**config.mk**
```make
export PLATFORM = sky130hd
export DESIGN_NAME = mem_arbiter2
export DESIGN_NICKNAME = d
export VERILOG_FILES = /design/src/rtl/mem_arbiter2.sv
export SDC_FILE = /design/constraint.sdc
export NUM_CORES = 1
export LEC_CHECK = 0
export BUFFER_PORTS_ARGS = -buffer_cell sky130_fd_sc_hd__buf_2
export CORE_ASPECT_RATIO = 1.4
export CORE_MARGIN = 3
export CORE_UTILIZATION = 35
export CTS_CLUSTER_DIAMETER = 80
export DETAILED_ROUTE_END_ITERATION = 8
export PLACE_DENSITY = 0.81
export SLEW_MARGIN = 20
export SYNTH_ARGS = -nofsm -noshare
export SYNTH_HDL_FRONTEND = slang
export SYNTH_SLANG_ARGS = --single-unit
```
**constraint.sdc**
```tcl
create_clock -name clk -period 6 [get_ports clk]
set_clock_uncertainty 0.1 [all_clocks]
set_input_delay 0.9 -clock clk [delete_from_list [all_inputs] [get_ports clk]]
set_output_delay 0.9 -clock clk [all_outputs]
set_load 0.01 [all_outputs]
```
**src/rtl/mem_arbiter2.sv**
```systemverilog
// Two-requester round-robin arbiter for a shared memory port, with a bounded hold time.
// Grants and the steer select are registered; the memory-side mux and write enable are combinational.
module mem_arbiter2 #(
  parameter int WIDTH      = 16,
  parameter int ADDR_WIDTH = 16,
  parameter int MAX_HOLD   = 8
) (
  input  logic                  clk,
  input  logic                  reset,
  input  logic                  req0,
  input  logic                  req1,
  input  logic [ADDR_WIDTH-1:0] addr0,
  input  logic [ADDR_WIDTH-1:0] addr1,
  input  logic [WIDTH-1:0]      wdata0,
  input  logic [WIDTH-1:0]      wdata1,
  input  logic                  we0,
  input  logic                  we1,
  output logic                  gnt0,
  output logic                  gnt1,
  output logic                  sel,
  output logic [ADDR_WIDTH-1:0] mem_addr,
  output logic [WIDTH-1:0]      mem_wdata,
  output logic                  mem_we
);

  localparam int CW = $clog2(MAX_HOLD);
  localparam logic [CW-1:0] HOLD_LAST = CW'(MAX_HOLD - 1);

  typedef enum logic [1:0] {IDLE, OWN0, OWN1} state_t;

  state_t        state;
  state_t        next_state;
  logic          last;
  logic [CW-1:0] hold_cnt;

  always_comb begin
    next_state = state;
    case (state)
      IDLE: begin
        if (req0 && req1)  next_state = last ? OWN0 : OWN1;
        else if (req0)     next_state = OWN0;
        else if (req1)     next_state = OWN1;
      end
      OWN0: begin
        if (!req0)                                 next_state = req1 ? OWN1 : IDLE;
        else if ((hold_cnt == HOLD_LAST) && req1)  next_state = OWN1;
      end
      OWN1: begin
        if (!req1)                                 next_state = req0 ? OWN0 : IDLE;
        else if ((hold_cnt == HOLD_LAST) && req0)  next_state = OWN0;
      end
      default: next_state = IDLE;
    endcase
  end

  // last starts at 1 so requester 0 wins the first tie after reset.
  always_ff @(posedge clk or posedge reset) begin
    if (reset) begin
      state    <= IDLE;
      gnt0     <= 1'b0;
      gnt1     <= 1'b0;
      sel      <= 1'b0;
      last     <= 1'b1;
      hold_cnt <= '0;
    end else begin
      state <= next_state;
      gnt0  <= (next_state == OWN0);
      gnt1  <= (next_state == OWN1);
      if (next_state != state) begin
        if (next_state == OWN0) begin
          sel      <= 1'b0;
          last     <= 1'b0;
          hold_cnt <= '0;
        end else if (next_state == OWN1) begin
          sel      <= 1'b1;
          last     <= 1'b1;
          hold_cnt <= '0;
        end
      end else if ((state != IDLE) && (hold_cnt != HOLD_LAST)) begin
        hold_cnt <= hold_cnt + 1'b1;
      end
    end
  end

  assign mem_addr  = sel ? addr1 : addr0;
  assign mem_wdata = sel ? wdata1 : wdata0;
  assign mem_we    = (gnt0 & we0) | (gnt1 & we1);

endmodule

```
==> metrics, run 1 <==
layout cells sized above 1=76.4%; worst vdd ir=0.134 mV; Overflow after GRT=0; fillers=246; WP data required=5.00 ns; final net count=266; DR pass1 iterations=2; slew margin rel.=63.3%; maximum clock rate=355 MHz; DRT Wirelength=3100 um; worst r2r path cells=7; fin cells=225; vias per cell=4.88; H-tree levels=1; final antenna-violating net count=0; Final Setup Violations=0; final hold vios=0; Synth Area per Inst=10.4 um^2; RR Startpoint=hold_cnt[0]; Critical Path Fanout Max=19; die height=65.7 um; clk slew on worst S/H paths=0.06 ns; Resize count post-CTS=0; setup ws final=3.18 ns; post-synthesis sequential area ratio=25.4%; outcome=completed; CTS Buf Count=3; Fin Setup TNS=0 ns; type of origin of the critical path=register; Static Leakage=0.000819 uW; via count of the first global-routing pass=1026; post-synthesis sequential element count=9; CP endpoint kind=output port; core area=2420 um^2; clock root cell=clkbuf_4; count of different cell masters after synthesis=25; # diodes=0; drt wl/cell=13.8 um; pwr/cell area=327 nW/um^2; initial antenna violation count=0; CTS tree=built; HPWL Detailed=2750 um; initial core utilization=36.9%; CTS Buffer Depth=2; Post-Syn Instances=86; final worst path period share=47.0%; Worst Max-Slew Pin Slew=0.551 ns; syn_nets=160; first-pass GRT wire length=4560 um; synthesized area=891 um^2; row cnt=21; Worst R2R End=last; RSZ-0062 raised after global routing=no; max-slew violations=0; Die ar.=3200 um^2; pin count of the biggest net entering global routing=20; Hold EP=hold_cnt[0]; Final Critical Period=2.82 ns; CTS Hold Buffers Added=0; input/output buffers=105; Min-Delay Path Depth=1; max_cap viols=0; Total Routing Usage GR=18.1%; GPL Wtd Cong=0.813; Die Span X=48.6 um; commonest non-fill, non-tap cells in the layout=105 x buf_2, 32 x mux2_2, 8 x dfrtp_1; most common cell after layout, fill and taps aside=buf_2; Remaining DRCs=0; via count=1099; worst skew pair latency=0.26 ns; critical path class=reg2out; placed cells=221; Setup Slack @ Placement=3.27 ns; worst endpoint data arrival time=1.82 ns; min-delay src=hold_cnt[0]; worst min-delay path class=reg2reg; Synth Warn #=0; # IOs=106; flop2flop setup slack=3.40 ns; setup repair bufs after CTS=0; DRT iter0 DRCs=8; area grow syn2layout=64.6%; TritonCTS sink count=9
==> cells in the mapped netlist, drive strengths merged <==
library cell | n | share of area [%]
nand2 | 7 | 2.9
xor2 | 1 | 0.98
o21ai | 4 | 2.2
dfstp | 1 | 2.9
a31oi | 1 | 0.70
a21o | 1 | 0.98
nor3 | 1 | 0.56
o311ai | 2 | 2.0
nor4 | 1 | 2.4
a31o | 1 | 0.98
buf | 4 | 2.5
o211a | 1 | 1.1
clkbuf | 1 | 0.42
nor2 | 2 | 0.84
dfrtp | 8 | 22
mux2i | 2 | 2.2
a22o | 1 | 0.98
inv | 6 | 2.5
mux2 | 32 | 40
ha | 4 | 5.6
a21oi | 2 | 1.5
a211oi | 1 | 0.84
nand3b | 2 | 1.7
==> state kept, by name, indices dropped and copies added (netlist names) <==
signal	flops
hold_cnt	3
state	2
gnt0	1
gnt1	1
last	1
sel	1
==> worst max-delay path by stage <==
| stage | startpoint | to | slack, ns | depth (start not counted) |
|---|---|---|---|---|
| final | sel | mem_addr[12] | 3.18 | 3 |
| after floorplan | hold_cnt[0] | last | 3.60 | 7 |
| after global routing | sel | mem_wdata[0] | 3.06 | 3 |
| after detailed placement | req1 | last | 3.27 | 6 |
| after CTS | sel | mem_wdata[12] | 3.14 | 3 |
| after global placement | req1 | sel | 3.37 | 6 |
==> kinds of logic (layout without fill, tap and decap cells) <==
| kind of cell | Yosys count | in the layout | share of synthesized area (%) |
|---|---|---|---|
| AND/OR/NAND/NOR | 13 | 13 | 8.43 |
| XOR/XNOR | 1 | 1 | 0.983 |
| buffers and inverters | 11 | 116 | 5.48 |
| adder cells (fa/ha/maj) | 4 | 4 | 5.62 |
| flip-flops | 9 | 9 | 25.4 |
| multiplexers | 34 | 34 | 42.7 |
| AO/OA/AOI/OAI | 14 | 14 | 11.4 |
==> cell type report <==
cell class	count	area, um^2	share of cell area (%)
Clock buffer	4	26.3	1.79
Multi-Input combinational cell	66	616	42.0
Inverter	6	22.5	1.54
Sequential cell	9	226	15.4
Timing Repair Buffer	106	533	36.3
Tap cell	34	42.5	2.90
==> worst max-delay path, stage by stage, from the launching register on <==
cell and delay [ns]:
dfrtp_1 0.69, buf_4 0.36, mux2_2 0.37, buf_2 0.14
==> layer usage <==
metal	GRT usage [%]	wire, um
met5	0	0
met4	7.47	42
met3	4.76	304
met2	34.4	1630
met1	18.4	1120
==> stage by stage <==
| stage | instance area [um^2] | hold WS [ns] | util (%) | power, uW |
|---|---|---|---|---|
| 3_3_place_gp | 1440 | 0.376 | 59.6 | 432 |
| 4_1_cts | 1470 | 0.398 | 60.7 | 487 |
| 5_1_grt | 1470 | 0.431 | 60.7 | 517 |
| 3_5_place_dp | 1440 | 0.390 | 59.6 | 439 |
| 2_1_floorplan | 891 | 0.358 | - | 326 |
| 6_report | 1470 | 0.400 | 60.7 | 480 |
==> where the power goes <==
part | total, uW | internal, uW | switching (uW) | leakage [uW]
Clock | 46.3 | 25.6 | 20.7 | 0.0000150
Combinational | 319 | 176 | 143 | 0.000692
Sequential | 115 | 83.3 | 32.0 | 0.000112
Total | 480 | 285 | 195 | 0.000819
Note: power is estimated with default switching activity, not from simulation.
==> run 2: changes to the inputs <==
Settings changed: CORE_UTILIZATION 35 to 33, PLACE_DENSITY 0.81 to 0.76.
Clock period 6 ns to 2.6 ns, I/O delays scaled along.
==> run 2 against run 1 <==
Register-to-register slack worse by 3.2 ns; critical path type is now reg2reg; global-route usage up 0.85 points; largest power group unchanged; worst setup slack got worse by 3.0 ns.
==> metrics, run 2 (synthesis gave the netlist of run 1 again) <==
outcome=completed (unchanged); Remaining DRCs=0 (unchanged); clk slew on worst S/H paths=0.07 ns (was 0.06 ns); via count=1106 (was 1099); initial core utilization=36.1% (was 36.9%); Post-DP Area=1460 um^2 (was 1440 um^2); vias per cell=4.85 (was 4.88); slew margin rel.=67.3% (was 63.3%); pwr/cell area=763 nW/um^2 (was 327 nW/um^2); TritonCTS sink count=9 (unchanged); die height=67.5 um (was 65.7 um); HPWL Detailed=3030 um (was 2750 um); most common cell after layout, fill and taps aside=buf_2 (unchanged); first-pass GRT wire length=4910 um (was 4560 um); Critical Path Fanout Max=5 (was 19); max-slew violations=0 (unchanged); # diodes=0 (unchanged); max reg flops=3 (unchanged); final worst path period share=92.3%; top flop regs=hold_cnt x3, state x2 (unchanged); commonest non-fill, non-tap cells in the layout=105 x buf_2, 32 x mux2_2, 8 x dfrtp_1 (unchanged); GPL Wtd Cong=0.801 (was 0.813); H-tree levels=1 (unchanged); Final Setup Violations=0 (unchanged); setup repair bufs after CTS=0 (unchanged); Die ar.=3370 um^2 (was 3200 um^2); CP endpoint kind=register (was output port); worst vdd ir=0.499 mV (was 0.134 mV); layout cells sized above 1=76.3% (was 76.4%); RSZ-0062 raised after global routing=no (unchanged); design area=1490 um^2 (was 1470 um^2); Biggest register=hold_cnt (unchanged); maximum clock rate=417 MHz; final antenna-violating net count=0 (unchanged); fillers=232 (was 246); Worst Max-Slew Pin Slew=0.487 ns (was 0.551 ns); type of origin of the critical path=register (unchanged); WP data required=2.63 ns (was 5.00 ns); critical path class=reg2reg (was reg2out); final hold vios=0 (unchanged); final net count=269 (was 266); Die Span X=49.9 um (was 48.6 um); Fin Setup TNS=0 ns (unchanged); drt wl/cell=15.1 um (was 13.8 um); # IOs=106 (unchanged); initial antenna violation count=0 (unchanged); worst skew pair latency=0.27 ns (was 0.26 ns); input/output buffers=105 (unchanged); Final Critical Period=2.40 ns; max_cap viols=0 (unchanged); DRT iter0 DRCs=16 (was 8); CTS Buffer Depth=2 (unchanged); core area=2470 um^2 (was 2420 um^2); Total Routing Usage GR=18.9% (was 18.1%); Overflow after GRT=0 (unchanged); via count of the first global-routing pass=1097 (was 1026); DRT Wirelength=3440 um (was 3100 um); worst min-delay path class=in2reg (was reg2reg); DR pass1 iterations=4 (was 2); CTS tree=built (unchanged); CTS Buf Count=3 (unchanged); row cnt=21 (unchanged); area grow syn2layout=67.4% (was 64.6%); pin count of the biggest net entering global routing=21 (was 20); worst endpoint data arrival time=2.43 ns (was 1.82 ns); Static Leakage=0.000834 uW (was 0.000819 uW); clock root cell=clkbuf_4 (unchanged)
run 2: stage by stage:
stage | power, uW | hold WS [ns] | setup slack, ns | std cells | utilization [%]
2_1_floorplan | 753 | 0.117 | 0.205 | 86 | -
3_3_place_gp | 1000 | 0.259 | 0.186 | 223 | 58.9
3_5_place_dp | 1030 | 0.272 | 0.0842 | 223 | 58.9
4_1_cts | 1150 | 0.308 | 0.0427 | 228 | 60.4
5_1_grt | 1220 | 0.340 | 0.00483 | 228 | 60.4
6_report | 1140 | 0.329 | 0.200 | 228 | 60.4
run 2: final cells by class:
cell class	instances	area (um^2)	area share, %
well taps	34	42.5	2.85
flip-flops and latches	9	226	15.2
clock buffers	4	26.3	1.76
repair buffers	109	558	37.4
inverters	6	22.5	1.51
multi-input cells	66	616	41.3
run 2: power breakdown:
part,switching [uW],internal [uW]
logic,377,417
registers,38.7,193
clock network,52.7,59.2
total,469,669
run 2: worst max-delay path, stage by stage (launching register included):
cell and delay [ns]:
dfrtp_1 0.40, ha_1 0.21, ha_1 0.19, buf_4 0.15, nor2_1 0.09, o21ai_0 0.11, a31oi_1 0.21, ha_1 0.31
o311ai_0 0.33, o21ai_0 0.16
run 2: repair_timing:
item,4_1_cts,5_1_grt
resized for setup,0,1
hold buffers,1,0
endpoints found under the setup margin,0,5
endpoints found under the hold margin,8,0
run 2: per-layer routing:
layer / wire length (um) / track usage [%]
met5: 0 / 0
met2: 1840 / 37.4
met3: 341 / 5.30
met1: 1210 / 18.8
met4: 48 / 5.88
run 2: worst paths after layout:
kind                       slack [ns]  cells past startpoint        start     endpoint
min reg2reg                      0.43                      1  hold_cnt[0]  hold_cnt[0]
min in group asynchronous        0.53                      3        reset     state[0]
max reg2reg                      0.20                      9  hold_cnt[0]  hold_cnt[0]
max in group asynchronous        1.56                      3        reset         last
min                              0.33                      2         req0     state[1]
max                              0.20                      9  hold_cnt[0]  hold_cnt[0]
==> run 3: changes to the inputs <==
--- a/config.mk
+++ b/config.mk
@@ -11,3 +11,3 @@
 export CORE_UTILIZATION = 33
-export CTS_CLUSTER_DIAMETER = 80
+export CTS_CLUSTER_SIZE = 24
 export DETAILED_ROUTE_END_ITERATION = 8
==> constraint.sdc (replaced) <==
create_clock -name clk -period 2.6 [get_ports clk]
set_clock_uncertainty 0.1 [all_clocks]
set_input_delay 0.13 -clock clk [delete_from_list [all_inputs] [get_ports clk]]
set_output_delay 0.13 -clock clk [all_outputs]
set_load 0.01 [all_outputs]
==> run 3 against run 2 <==
Utilization rose by 0.20 points; sequential power rose by 15%; power rose by 0.27%; die area did not move; worst hold slack got worse by 0.28 ns; cell count fell by 0.44%; combinational power fell by 3.9%; non-clock buffer count fell by 1; maximum frequency rose by 0.44%; worst setup slack improved by 0.011 ns; wire length fell by 1.3%; critical path type unchanged; critical endpoint unchanged; largest power group unchanged; highest routed layer unchanged.
==> metrics, run 3 (synthesis gave the netlist of run 1 again) <==
setup ws final=0.211 ns (was 0.200 ns); worst skew pair latency=0.26 ns (was 0.27 ns); first-pass GRT wire length=4810 um (was 4910 um); # diodes=0 (unchanged); CTS Buf Count=3 (unchanged); Min-Delay Path Depth=2 (unchanged); slew margin rel.=60.6% (was 67.3%); final hold vios=0 (unchanged); commonest non-fill, non-tap cells in the layout=105 x buf_2, 32 x mux2_2, 8 x dfrtp_1 (unchanged); Critical Path Fanout Max=5 (unchanged); Final Setup Violations=0 (unchanged); most used cell, CP=ha_1 (unchanged); clk slew on worst S/H paths=0.07 ns (about the same); Biggest register=hold_cnt (unchanged); layout cells sized above 1=76.2% (was 76.3%); max-slew violations=0 (unchanged); Die Span X=49.9 um (unchanged); Overflow after GRT=0 (unchanged); input/output buffers=105 (unchanged); WP data required=2.63 ns (about the same); worst min-delay path class=in2reg (unchanged); Tot Pwr=1140 uW (about the same); initial core utilization=36.1% (unchanged); drt wl/cell=15.0 um (was 15.1 um); final antenna-violating net count=0 (unchanged); pin count of the biggest net entering global routing=21 (unchanged); GPL Wtd Cong=0.863 (was 0.801); TritonCTS sink count=9 (unchanged); Setup crit start=hold_cnt[0] (unchanged); pwr/cell area=762 nW/um^2 (was 763 nW/um^2); top flop regs=hold_cnt x3, state x2 (unchanged); DR pass1 iterations=4 (unchanged); min-delay src=req0 (unchanged); Final Critical Period=2.39 ns (was 2.40 ns); crit path capture=hold_cnt[0] (unchanged); via count=1105 (was 1106); Worst Max-Slew Pin Slew=0.591 ns (was 0.487 ns); final worst path period share=91.9% (was 92.3%); Total Routing Usage GR=18.7% (was 18.9%); CP endpoint kind=register (unchanged); Die ar.=3370 um^2 (unchanged); Crit-path slowest cell=dfrtp_1 (unchanged); vias per cell=4.87 (was 4.85); DRT iter0 DRCs=10 (was 16); maximum clock rate=419 MHz (was 417 MHz); Fin Setup TNS=0 ns (unchanged); H-tree levels=1 (unchanged); outcome=completed (unchanged); hold_ws=0.0518 ns (was 0.329 ns); die height=67.5 um (unchanged); CTS tree=built (unchanged); Static Leakage=0.000835 uW (was 0.000834 uW); RR Startpoint=hold_cnt[0] (unchanged); HPWL Detailed=2960 um (was 3030 um); worst endpoint data arrival time=2.42 ns (was 2.43 ns); initial antenna violation count=0 (unchanged); final net count=268 (was 269); worst vdd ir=0.385 mV (was 0.499 mV); Remaining DRCs=0 (unchanged); slowest stage delay, CP=0.39 ns (was 0.40 ns); # IOs=106 (unchanged); area grow syn2layout=68.0% (was 67.4%); most common cell after layout, fill and taps aside=buf_2 (unchanged); Cell Chain, Critical Path=ha_1, ha_1, buf_4, nor2_1, o21ai_0, a31oi_1, ha_1, o311ai_0, o21ai_0 (unchanged); via count of the first global-routing pass=1031 (was 1097); row cnt=21 (unchanged); max reg flops=3 (unchanged); type of origin of the critical path=register (unchanged); DRT Wirelength=3400 um (was 3440 um); RSZ-0062 raised after global routing=no (unchanged); CTS Buffer Depth=2 (unchanged); flop2flop setup slack=0.21 ns (was 0.20 ns); Setup Slack @ Placement=0.00906 ns (was 0.0842 ns); max_cap viols=0 (unchanged); critical path class=reg2reg (unchanged); core area=2470 um^2 (unchanged); Worst R2R End=hold_cnt[0] (unchanged); clock root cell=clkbuf_4 (unchanged); worst r2r path cells=9 (unchanged)
[run 3: changes by cell type in the layout (fill, tap and decap cells not counted)]
cell,before,now
buf_4,3,1
buf_12,0,1
[run 3: area by class of cell]
type | count | area (um^2)
repair buffers | 108 | 563
clock buffers | 4 | 26.3
inverters | 6 | 22.5
fillers | 241 | 973
multi-input cells | 66 | 616
flip-flops and latches | 9 | 226
well taps | 34 | 42.5
[run 3: worst min-delay path by stage]
stage,to,slack [ns]
final,state[1],0.05
after global routing,state[1],0.05
after CTS,state[1],0.03
after detailed placement,gnt0,0.005
after global placement,gnt1,0.004
after floorplan,gnt0,-0.14
[run 3: critical path, delay by kind of cell (launching register included)]
kind,cells,cell delay [ns]
AOI/OAI and AO/OA,4,0.81
adders and majority gates,3,0.71
buffers and inverters,1,0.16
DFF,1,0.39
and+or+nand+nor,1,0.08
[run 3: timing repair]
item | 4_1_cts | 5_1_grt
resized for setup | 1 | 0
hold buffers | 1 | 0
hold endpoints to repair | 8 | 0
setup buffers | 0 | 0
setup endpoints to repair | 3 | 4
pin swaps | 0 | 1
[run 3: where the power goes]
group          internal, uW  switching (uW)
Sequential              192            73.2
Combinational           427             336
Clock                  59.3            53.4
Total                   678             463
[run 3: metal layers]
layer / GRT usage [%] / wire length (um) / vias to the layer above
met1: 19.1 / 1120 / 493
met2: 36.4 / 1860 / 81
met4: 5.19 / 25 / 0
met3: 5.30 / 391 / 4
li1: - / - / 527
met5: 0 / 0 / -
[run 3: stage by stage]
| stage | cells | instance area, um^2 | util, % |
|---|---|---|---|
| after detailed placement | 222 | 1460 | 59.1 |
| final | 227 | 1500 | 60.6 |
| after floorplan | 86 | 891 | - |
| after global routing | 227 | 1500 | 60.6 |
| after global placement | 222 | 1460 | 59.1 |
| after CTS | 227 | 1500 | 60.6 |
